`config.mk`:
```
export PLATFORM = sky130hd
export DESIGN_NAME = close_tx
export DESIGN_NICKNAME = d
export VERILOG_FILES = /design/src/rtl/close_tx.sv
export SDC_FILE = /design/constraint.sdc
export NUM_CORES = 1
export LEC_CHECK = 0
export CAP_MARGIN = 40
export CORE_MARGIN = 2
export CORE_UTILIZATION = 34
export CTS_BUF_LIST = sky130_fd_sc_hd__clkbuf_16
export DETAILED_ROUTE_END_ITERATION = 8
export GPL_ROUTABILITY_DRIVEN = 1
export MAX_ROUTING_LAYER = met4
export PLACE_DENSITY_LB_ADDON = 0.2
export RECOVER_POWER = 25
export SLEW_MARGIN = 15
export SYNTH_ARGS = -nofsm -noshare
export SYNTH_HDL_FRONTEND = slang
export SYNTH_SLANG_ARGS = --single-unit
```
`constraint.sdc`:
```
create_clock -name core_clk -period 2.2 [get_ports core_clk]
set_input_delay 0.55 -clock core_clk [delete_from_list [all_inputs] [get_ports core_clk]]
set_output_delay 0.55 -clock core_clk [all_outputs]
set_load 0.01 [all_outputs]
```
`src/rtl/close_tx.sv`:
```
// close_tx: builds one UDT Shutdown control packet on a local close request and
// streams it as two 64-bit beats toward the control-packet mux, then reports the
// closed connection state on a valid/ready handshake.
// Build option: define CLOSE_RETX_EN to send RETX_NUM copies separated by
// RETX_GAP idle cycles; without it exactly one copy is sent.
module close_tx #(
  parameter logic [31:0] ST_CONNECTED = 32'd3,
  parameter logic [31:0] ST_CLOSED    = 32'd6,
  parameter logic [14:0] CTRL_TYPE    = 15'h0005,
  parameter int unsigned RETX_NUM     = 3,
  parameter int unsigned RETX_GAP     = 1024
) (
  input  logic        core_clk,
  input  logic        core_rst,
  input  logic        close_req_i,
  input  logic [31:0] udt_state_i,
  input  logic [31:0] dst_sock_id_i,
  input  logic [31:0] timestamp_i,
  output logic        close_tvalid_o,
  output logic [63:0] close_tdata_o,
  output logic [7:0]  close_tkeep_o,
  output logic        close_tlast_o,
  input  logic        close_tready_i,
  output logic [31:0] udt_state_o,
  output logic        state_valid_o,
  input  logic        state_ready_i,
  output logic        busy_o
);

  // Elaboration-time sanity check on the retransmission configuration.
  if (RETX_NUM < 1 || RETX_GAP < 1) begin : g_bad_cfg
    $error("close_tx: RETX_NUM and RETX_GAP must both be at least 1");
  end

  typedef enum logic [2:0] {
    IDLE,
    BEAT0,
    BEAT1,
    REPORT
`ifdef CLOSE_RETX_EN
    ,
    GAP
`endif
  } state_t;

  state_t      state, state_nxt;
  logic [31:0] ts_q;
  logic [31:0] sock_q;
  logic        accept;

  // A request is honoured only from IDLE while the connection is up.
  assign accept = (state == IDLE) && close_req_i && (udt_state_i == ST_CONNECTED);

`ifdef CLOSE_RETX_EN
  localparam int unsigned COPY_W = $clog2(RETX_NUM + 1);
  localparam int unsigned GAP_W  = $clog2(RETX_GAP + 1);

  logic [COPY_W-1:0] copy_cnt;
  logic [GAP_W-1:0]  gap_cnt;
  logic              last_copy;
  logic              gap_done;

  // copy_cnt holds the number of copies already completed before the current one.
  assign last_copy = (copy_cnt == COPY_W'(RETX_NUM - 1));
  assign gap_done  = (gap_cnt == GAP_W'(RETX_GAP - 1));

  // Copy counter: cleared on acceptance, advanced at each completed copy.
  always_ff @(posedge core_clk or posedge core_rst) begin
    if (core_rst) begin
      copy_cnt <= '0;
    end else if (accept) begin
      copy_cnt <= '0;
    end else if (state == BEAT1 && close_tready_i && !last_copy) begin
      copy_cnt <= copy_cnt + 1'b1;
    end
  end

  // Gap counter: runs only while idling between copies, zero otherwise.
  always_ff @(posedge core_clk or posedge core_rst) begin
    if (core_rst) begin
      gap_cnt <= '0;
    end else if (state == GAP && !gap_done) begin
      gap_cnt <= gap_cnt + 1'b1;
    end else begin
      gap_cnt <= '0;
    end
  end
`endif

  // State register.
  always_ff @(posedge core_clk or posedge core_rst) begin
    if (core_rst) begin
      state <= IDLE;
    end else begin
      state <= state_nxt;
    end
  end

  // Latch packet fields at acceptance so later input changes cannot disturb the packet.
  always_ff @(posedge core_clk or posedge core_rst) begin
    if (core_rst) begin
      ts_q   <= '0;
      sock_q <= '0;
    end else if (accept) begin
      ts_q   <= timestamp_i;
      sock_q <= dst_sock_id_i;
    end
  end

  // Next-state and output decode; outputs depend on state only, so they hold
  // stable under backpressure and clear as soon as reset forces IDLE.
  always_comb begin
    state_nxt      = state;
    close_tvalid_o = 1'b0;
    close_tdata_o  = '0;
    close_tkeep_o  = '0;
    close_tlast_o  = 1'b0;
    udt_state_o    = '0;
    state_valid_o  = 1'b0;
    unique case (state)
      IDLE: begin
        if (accept) state_nxt = BEAT0;
      end
      BEAT0: begin
        close_tvalid_o = 1'b1;
        close_tdata_o  = {1'b1, CTRL_TYPE, 16'h0000, 32'h0000_0000};
        close_tkeep_o  = '1;
        if (close_tready_i) state_nxt = BEAT1;
      end
      BEAT1: begin
        close_tvalid_o = 1'b1;
        close_tdata_o  = {ts_q, sock_q};
        close_tkeep_o  = '1;
        close_tlast_o  = 1'b1;
        if (close_tready_i) begin
`ifdef CLOSE_RETX_EN
          state_nxt = last_copy ? REPORT : GAP;
`else
          state_nxt = REPORT;
`endif
        end
      end
`ifdef CLOSE_RETX_EN
      GAP: begin
        if (gap_done) state_nxt = BEAT0;
      end
`endif
      REPORT: begin
        udt_state_o   = ST_CLOSED;
        state_valid_o = 1'b1;
        if (state_ready_i) state_nxt = IDLE;
      end
      default: state_nxt = IDLE;
    endcase
  end

  assign busy_o = (state != IDLE);

endmodule
```
==> summary.md <==
| Metric | Value |
|---|---|
| Asr flop ratio synth | 1.00 |
| H-tree levels | 3 |
| Total GRT Usage | 0.166 |
| Max rail drop VDD | 0.414 mV |
| Seq/Total Area, Yosys | 0.479 |
| Die area | about 11000 sq um |
| Commonest non-fill, non-tap cell in the layout | clkdlybuf4s50_1 |
| Fill cells | 838 |
| Top delay family on crit path | buffers and inverters |
| ANT nets after route | 0 |
| Hold WC Path Type | reg2reg |
| Final TNS setup | 0 ps |
| Worst slew margin | 0.382 |
| Number of synthesized flops with an enable pin | 0 |
| Die Y | around 100 um |
| Pre-antenna DRT Iters | 4 |
| Met3 wire len | 731 um |
| Startpoint types | input pin |
| Met1 wire length | around 4000 um |
| CTS Hold Bufs | 0 |
| CP max FO | 7 |
| Yosys warns | 0 |
| Area occupied by multi-input gates | 1640 sq um |
| Wire length per cell | 15.5 um |
| Placed Cells | 588 |
| WP buf/inv | 3 |
| Layout cells sized above 1 | 0.202 |
| Crit-path slowest cell | clkdlybuf4s50_1 |
| Vias per std cell | 4.45 |
| CTS sink cnt | 66 |
| Clock Pin Slew Worst Setup and Hold Paths | 50 ps |
| Cts bufs inserted | 9 |
| Vias | 2770 |
| WP data arrival | 2380 ps |
| Final std cells w/o fill | slightly above 600 |
| Leakage power | 2.98 nW |
| Worst-case clock buffer depth | 2 |
| Root Driver | clkbuf_16 |
| Initial antenna violation count | 0 |
| Slew @ Worst Pin | ~930 ps |
| Core footprint | roughly 9800 sq um |
| RSZ-0062 raised after global routing | true |
| Worst-path cell chain | clkdlybuf4s50_1 -> nor4_2 -> nand4_1 -> nor3_4 -> buf_6 -> clkbuf_16 -> mux2_2 |
| Final WL | 9650 um |
| Ant. Diodes | 0 |
| Final period util | 0.988 |
| CTS tree | yes |
| Layout Skew | 8.93 ps |
| Total gr overflow | 0 |
| Setup violations, final | 0 |
| Post-Syn Instances | 291 |
| Fin nets | between 500 and 600 |
| CP Class | in2reg |
| Yosys reg bits | 66 |
| First-pass GRT wire length | 14200 um |
| Row count | 36 |
| DRC violation count after routing | 0 |
| Storage element area | 1650 sq um |
| Syn_area_per_cell | ~12 sq um |
| Vias in the first global route | between 2000 and 3000 |
| Area Growth Syn to Fin | 71.8% |
| Max Used Layer | met4 |
| Post-Syn Area | ~3400 sq um |
| Req. time, crit path | ~2400 ps |
| Synth cell types | 30 |
| Crit end category | flop |
| Hold_ws | 474 ps |
| Status | finished, final reports clean |
| Detailed Route Iter0 Violations | 57 |
| Max stage delay on crit path | around 430 ps |
| Dpl hpwl | 6290 um |
| Die width | between 100 and 150 um |
| Met2 WL post-DR | 4780 um |
| Tmin final | 2170 ps |
| Most frequent cells in the layout | clkdlybuf4s50_1, dfrtp_1, and2_1, clkdlybuf4s15_1, mux2_1 |
| Gpl congestion | 0.765 |
| Clock Latency Late Sink | 320 ps |
| Power density over the cells | 642 nW/um^2 |
| Largest net degree at the start of global routing | 37 |
| Max frequency | around 460 MHz |
| Number of I/O pins | 209 |
| Hold Vio Cnt, Final | 0 |
| Max Cap Viol | 0 |
| Slew Limit Fails | 0 |
| PortBufs | roughly 180 |
| Predominant post-synthesis flop cell | dfrtp_1 |
| Initial Utilization | 0.351 |
-- per-stage QoR --
step	setup slack (ps)	utilization	cell area (sq um)	power [mW]
global route	-51.3	0.603	5920	4.00
global placement	-387	0.535	5250	2.40
finish	25.5	0.603	5920	3.80
detailed placement	-460	0.535	5250	2.41
floorplan	259	-	3560	1.88
CTS	-2.74	0.577	5660	3.75
-- repair_timing --
| action | CTS | global route |
|---|---|---|
| pin swaps | 5 | 9 |
| cloned | 3 | 6 |
| resized for setup | 109 | 111 |
| hold endpoints to repair | 0 | 0 |
| setup buffers | 5 | 6 |
| setup endpoints to repair | 139 | 110 |
-- cells in the mapped netlist, types with 2 or more instances --
cell      count  area (sq um)
a21oi_1       4          20.0
a31oi_1       2          12.5
and2_1       61           382
and3_1        3          18.8
buf_4        40           300
buf_6         6          67.6
clkbuf_1      6          22.5
dfrtp_1      66          1650
ha_1          4          50.1
inv_1         6          22.5
mux2_1       49           552
mux2_2       15           169
nand3_1       2          10.0
nand4_1       2          12.5
nor2_1        6          22.5
nor4_1        5          31.3
-- sequential cells by signal (all words and copies together) (netlist names) --
signal	flops
ts_q	32
state	2
sock_q	32
-- cell families after synthesis --
kind of cell | Yosys count | synth area share
adder cells (fa/ha/maj) | 4 | 0.0145
AO/OA/AOI/OAI | 11 | 0.0214
multiplexers | 64 | 0.209
other | 1 | 0.00109
AND/OR/NAND/NOR | 85 | 0.152
buffers and inverters | 60 | 0.122
flip-flops | 66 | 0.479
-- where the power goes --
part           internal (mW)  leakage, nW  total, mW  switching, mW
clock                  0.872        0.137       1.39          0.519
combinational          0.595         1.93       1.16          0.570
sequential              1.23        0.920       1.25         0.0154
-- per-layer routing --
layer / vias to the layer above / GRT usage
li1: 1306 / -
met1: 1321 / 0.197
met2: 132 / 0.272
met3: 11 / 0.0443
met4: 0 / 0.0590
met5: - / -
-- area by class of cell --
type	count	share of cell area
clock inverter	7	0.0118
multi-input combinational	194	0.278
sequential	66	0.279
timing repair buffer	208	0.361
clock buffer	9	0.0380
tap	133	0.0281
inverter	6	0.00444
-- path summary, 6_finish.rpt --
kind,startpoint,endpoint,slack [ps],cells past startpoint
hold / removal,sock_q[14],sock_q[14],470,1
min in group asynchronous,core_rst,ts_q[6],950,3
setup reg to reg,state[1],sock_q[7],60,8
hold reg to reg,sock_q[14],sock_q[14],470,1
max in group asynchronous,core_rst,ts_q[13],590,3
setup / recovery,udt_state_i[22],sock_q[7],30,7
No activity file was read; power rests on OpenSTA's default activity.
==> edit 1 (same settings) <==
Build with the macro `CLOSE_RETX_EN` defined.
--- a/src/rtl/close_tx.sv
+++ b/src/rtl/close_tx.sv
@@ -4,4 +4,6 @@
 // Build option: define CLOSE_RETX_EN to send RETX_NUM copies separated by
 // RETX_GAP idle cycles; without it exactly one copy is sent.
+`define CLOSE_RETX_EN
+
 module close_tx #(
   parameter logic [31:0] ST_CONNECTED = 32'd3,
Check against the original RTL: not equivalent (Yosys sat finds a counterexample within 4 cycles, from zero or initial values and one cycle with core_rst high).
==> edit 1 against the unedited design <==
The flow now finishes with violations (negative setup slack). Core utilization down 0.81 points. First-iteration DRC count is 37% higher. Area after synthesis increased by 17%. Cell area increased by 15%. Setup slack worse by 63 ps. Wire length rose by 16%. Sequential cell count up 14.
Power is not compared: it rests on default switching activity, and its combinational part moved more than twofold at a synthesized area within 25%.
==> edit 1: results (changes against the unedited design) <==
Outcome = finished with violations
Violated checks = negative setup slack
Largest regs = sock_q (32), ts_q (32), gap_cnt (11)
Max clock buf depth = 2 (unchanged)
Ys flop type = dfrtp_1
Final hold slack = 477.7 ps (+4.097 ps)
Relative slew slack = 0.2484 (-0.1337)
Crit path max-delay family = buffers and inverters
Setup TNS = -567.2 ps (-567.2 ps)
Clock Tree Root = clkbuf_16
CP max stage delay = 420 ps
Final Wtd Congestion = 0.7369 (-3.6%)
Synth warnings = 0 (unchanged)
Wirelength per Cell = 15.80 um (+2.0%)
HPWL Detailed = 7.293 mm (+16%)
Worst VDD drop = 298.3 uV
Path type of the worst min-delay path = register to register
Via/cell ratio = 4.517 (+1.6%)
Critical R2R Launch = state[1]
FFs w/ async S/R, synth = 1.000 (unchanged)
DR iter-0 viols = 78 (+37%)
First-pass GRT wire length = 16.33 mm (+15%)
CP Data Arrival Time = 1690 ps (-690 ps)
Worst hold path startpoint = sock_q[5]
Avg Inst Size Synth = 11.44 um2 (-3.4%)
PnR worst setup slack = -37.01 ps (-62.54 ps)
Worst-Skew Late Latency = 330 ps
H-Tree Depth = 3 (unchanged)
Setup-failing EPs final = 41 (+41)
DP Cell Count = 665 (+13%)
R2R depth = 9 (+1)
Synth unique cells = 34 (+13%)
Pin count of the biggest net entering global routing = 46 (+24%)
Hold depth = 1 (unchanged)
Post-Place Cell Area = 0.005948 mm2 (+13%)
Ant diodes = 0 (unchanged)
Max Clock Skew = 5.722 ps (-3.209 ps)
Max FO, Critical Path = 8 (+1)
List of most frequent post-synthesis cells = dfrtp_1 (80), and2_1 (62), buf_4 (41)
Overall routing resource usage = 0.1698 (+0.003940)
Pre-CTS WS = -446.6 ps (+13.37 ps)
Seq/Total Area, Yosys = 0.4986 (+0.01929)
Slowest CP cell = dfrtp_1
Final WL = 11.22 mm (+16%)
Share of layout cells above drive strength 1 = 0.4056 (+0.2036)
Reg-to-Reg End = ts_q[0]
Vias in the first global route = 3,218 (+13%)
Worst-path clk slew = 60 ps
Main area contributors after synthesis = dfrtp_1 (50%), and2_1 (9.7%), mux2_2 (9.5%), mux2_1 (8.4%), buf_4 (7.7%)
Worst R2R Setup Slack = 10 ps (-50 ps)
Worst hold endpoint = sock_q[5]
Initial antenna violation count = 0 (unchanged)
Lkg Pwr = 0.003381 uW
PortBufs = 178 (unchanged)
==> edit 1: cell type report <==
| class | count | area (um2) |
|---|---|---|
| well taps | 143 | 178.9 |
| flip-flops and latches | 80 | 2002 |
| clock buffers | 9 | 225.2 |
| repair buffers | 227 | 2321 |
| inverters | 5 | 22.52 |
| clock inverters | 7 | 96.34 |
| fillers | 955 | 4647 |
| multi-input cells | 239 | 1974 |
==> edit 1: metal layers <==
layer  vias up  part of all wire  GRT usage
met3         9             0.074    0.04428
met4         0             0.011    0.05772
li1       1530                 -          -
met2       141              0.49     0.2802
met5         -                 0          -
met1      1527              0.42     0.2024
==> edit 1: worst max path at each step <==
stage / to / from
6_report: close_tdata_o[11] / state[2]
2_1_floorplan: close_tkeep_o[0] / state[0]
4_1_cts: close_tdata_o[34] / state[0]
5_1_grt: ts_q[28] / state[2]
3_3_place_gp: ts_q[25] / udt_state_i[5]
3_5_place_dp: ts_q[18] / udt_state_i[5]
==> edit 1: what timing repair did <==
action / 4_1_cts / 5_1_grt
setup endpoints to repair: 140 / 129
pin swaps: 7 / 29
resized for setup: 259 / 157
buffers inserted: 10 / 10
gates cloned: 7 / 6
==> edit 1: cell families after synthesis <==
group,Yosys count,share of synthesized area
and+or+nand+nor,125,0.1811
DFF,80,0.4986
muxes,64,0.1795
buffers and inverters,61,0.1019
AOI/OAI and AO/OA,9,0.01215
xor gates and xnor gates,9,0.01963
adders and majority gates,2,0.006231
other,1,0.0009340
==> edit 1: report_power, final <==
group	leakage, uW	internal (uW)	switching (uW)	total, uW
Combinational	0.00212	157	102	259
Clock	0.000149	993	592	1590
Sequential	0.00111	1480	7.89	1480
Total	0.00338	2630	702	3330
==> edit 2 (same flow settings) <==
Without the edit above. Encoding of `state_t`: now one-hot (4 bits for 4 states).
--- a/src/rtl/close_tx.sv
+++ b/src/rtl/close_tx.sv
@@ -33,9 +33,9 @@
   end
 
-  typedef enum logic [2:0] {
-    IDLE,
-    BEAT0,
-    BEAT1,
-    REPORT
+  typedef enum logic [3:0] {
+    IDLE   = 4'b0001,
+    BEAT0  = 4'b0010,
+    BEAT1  = 4'b0100,
+    REPORT = 4'b1000
 `ifdef CLOSE_RETX_EN
     ,
Formal check against the unedited RTL: same outputs for any inputs over 10 cycles, from zero or initial values and one cycle with core_rst high; not proved beyond that.
==> edit 2 against the unedited design <==
The flow now finishes with violations (negative setup slack). Clock skew is 2.1 ps lower. Setup slack worse by 290 ps. Area after synthesis is 0.11% lower. Wire length is 8.0% higher. Sequential cell count is 2 higher. Cell area is 7.1% higher.
Power is not compared: it rests on default switching activity, and its combinational part moved more than twofold at a synthesized area within 25%.
==> edit 2: results (changes against the unedited design) <==
Outcome = finished with violations
Pin count of the biggest net entering global routing = 38 (+2.7%)
Worst-Skew Late Latency = 320 ps (about the same)
R2R depth = 6 (-2)
Worst hold endpoint = ts_q[5]
Final WL = 10.42 mm (+8.0%)
List of most frequent post-synthesis cells = dfrtp_1 (67), and2_1 (61), buf_4 (40)
Final Wtd Congestion = 0.7070 (-7.5%)
Critical R2R Launch = state[0]
Pre-CTS WS = -372.9 ps (+86.98 ps)
DR iter-0 viols = 57 (unchanged)
CP max stage delay = 520 ps (+90 ps)
Max Clock Skew = 6.834 ps (-2.097 ps)
Hold depth = 1 (unchanged)
Clock Tree Root = clkbuf_16
PnR worst setup slack = -263.1 ps (-288.6 ps)
Setup-failing EPs final = 138 (+138)
Worst VDD drop = 371.9 uV
Vias after detailed routing = 2,879 (+3.9%)
Share of layout cells above drive strength 1 = 0.4990 (+0.2970)
FFs w/ async S/R, synth = 1.000 (unchanged)
# nets final = 601 (+1.9%)
Largest regs = sock_q (32), ts_q (32), state (4)
Main area contributors after synthesis = dfrtp_1 (49%), mux2_1 (12%), and2_1 (11%), buf_4 (8.7%), mux2_2 (8.5%)
Reg-to-Reg End = sock_q[21]
Fill count = 816 (-2.6%)
Seq/Total Area, Yosys = 0.4947 (+0.01543)
Ant diodes = 0 (unchanged)
CTS Buf Count = 9 (unchanged)
Synth unique cells = 29 (-3.3%)
Lkg Pwr = 0.003137 uW
HPWL Detailed = 6.784 mm (+7.8%)
Max FO, Critical Path = 16 (+9)
Final hold slack = 485.9 ps (+12.30 ps)
First-pass GRT wire length = 14.84 mm (+4.3%)
Setup TNS = -21,240 ps (-21,240 ps)
Overall routing resource usage = 0.1787 (+0.01278)
Slowest CP cell = dfstp_2
Violated checks = negative setup slack
Worst hold path startpoint = ts_q[5]
Top cell type's share of synthesized area = 0.4871 (+0.007793)
Worst-Margin Slew = 811.3 ps (-115.6 ps)
-- edit 2: changes by cell type in the layout (fill, tap and decap cells not counted), moves of 16 or more --
| cell | delta |
|---|---|
| clkdlybuf4s15_1 | -45 |
| and2_4 | +58 |
| mux2_2 | +16 |
| buf_6 | +77 |
| and2_1 | -58 |
| mux2_1 | -20 |
| clkbuf_2 | -19 |
-- edit 2: worst max path at each step --
stage,startpoint,depth (start not counted),slack [ps],endpoint
after global routing,state[0],6,-330,sock_q[21]
after floorplan,state[0],6,-230,sock_q[22]
after CTS,state[0],6,-270,sock_q[26]
final,state[0],6,-260,sock_q[21]
after global placement,udt_state_i[19],6,-380,sock_q[12]
after detailed placement,udt_state_i[9],7,-370,sock_q[12]
-- edit 2: power breakdown --
| part | total (uW) | internal [uW] | leakage, uW | switching, uW |
|---|---|---|---|---|
| sequential | 1250 | 1250 | 0.000945 | 0.00000312 |
| combinational | 239 | 160 | 0.00206 | 79.1 |
| clock | 1290 | 756 | 0.000131 | 534 |
| total | 2780 | 2170 | 0.00314 | 613 |
-- edit 2: metal layers --
| layer | GRT usage | up-vias | part of all wire |
|---|---|---|---|
| met5 | - | - | 0 |
| met4 | 0.05429 | 0 | 0.010 |
| met3 | 0.05802 | 10 | 0.084 |
| met2 | 0.2969 | 134 | 0.50 |
| met1 | 0.2065 | 1408 | 0.41 |
| li1 | - | 1327 | - |
-- edit 2: worst max-delay path, delay by kind of cell (launching register included) --
family / cells / cell delay (ps)
and+or+nand+nor: 3 / 1110
DFF: 1 / 520
buffers and inverters: 2 / 360
muxes: 1 / 340
-- edit 2: stage by stage --
| step | area [um2] | instances |
|---|---|---|
| 2_1_floorplan | 3566 | 314 |
| 3_3_place_gp | 5389 | 596 |
| 3_5_place_dp | 5389 | 596 |
| 4_1_cts | 5898 | 626 |
| 5_1_grt | 6342 | 638 |
| 6_report | 6342 | 638 |
-- edit 2: kinds of logic (layout without fill, tap and decap cells) --
logic type / Yosys count / in the layout / share of synthesized area
AOI/OAI and AO/OA: 9 / 9 / 0.01709
other: 1 / 30 / 0.001089
and+or+nand+nor: 87 / 88 / 0.1614
buffers and inverters: 56 / 246 / 0.1163
muxes: 64 / 64 / 0.2094
DFF: 68 / 68 / 0.4947
-- edit 2: layout make-up --
type / count / area [um2] / area share
clock inverters: 7 / 42.54 / 0.006707
inverters: 2 / 11.26 / 0.001775
clock buffers: 9 / 225.2 / 0.03551
multi-input cells: 191 / 1719 / 0.2711
well taps: 133 / 166.4 / 0.02624
repair buffers: 228 / 2474 / 0.3900
flip-flops and latches: 68 / 1704 / 0.2687
-- edit 2: repair_timing --
item | CTS | global route
gates resized for setup | 318 | 164
gates cloned | 5 | 4
pin swaps | 9 | 43
endpoints found under the setup margin | 142 | 137
setup buffers | 9 | 11
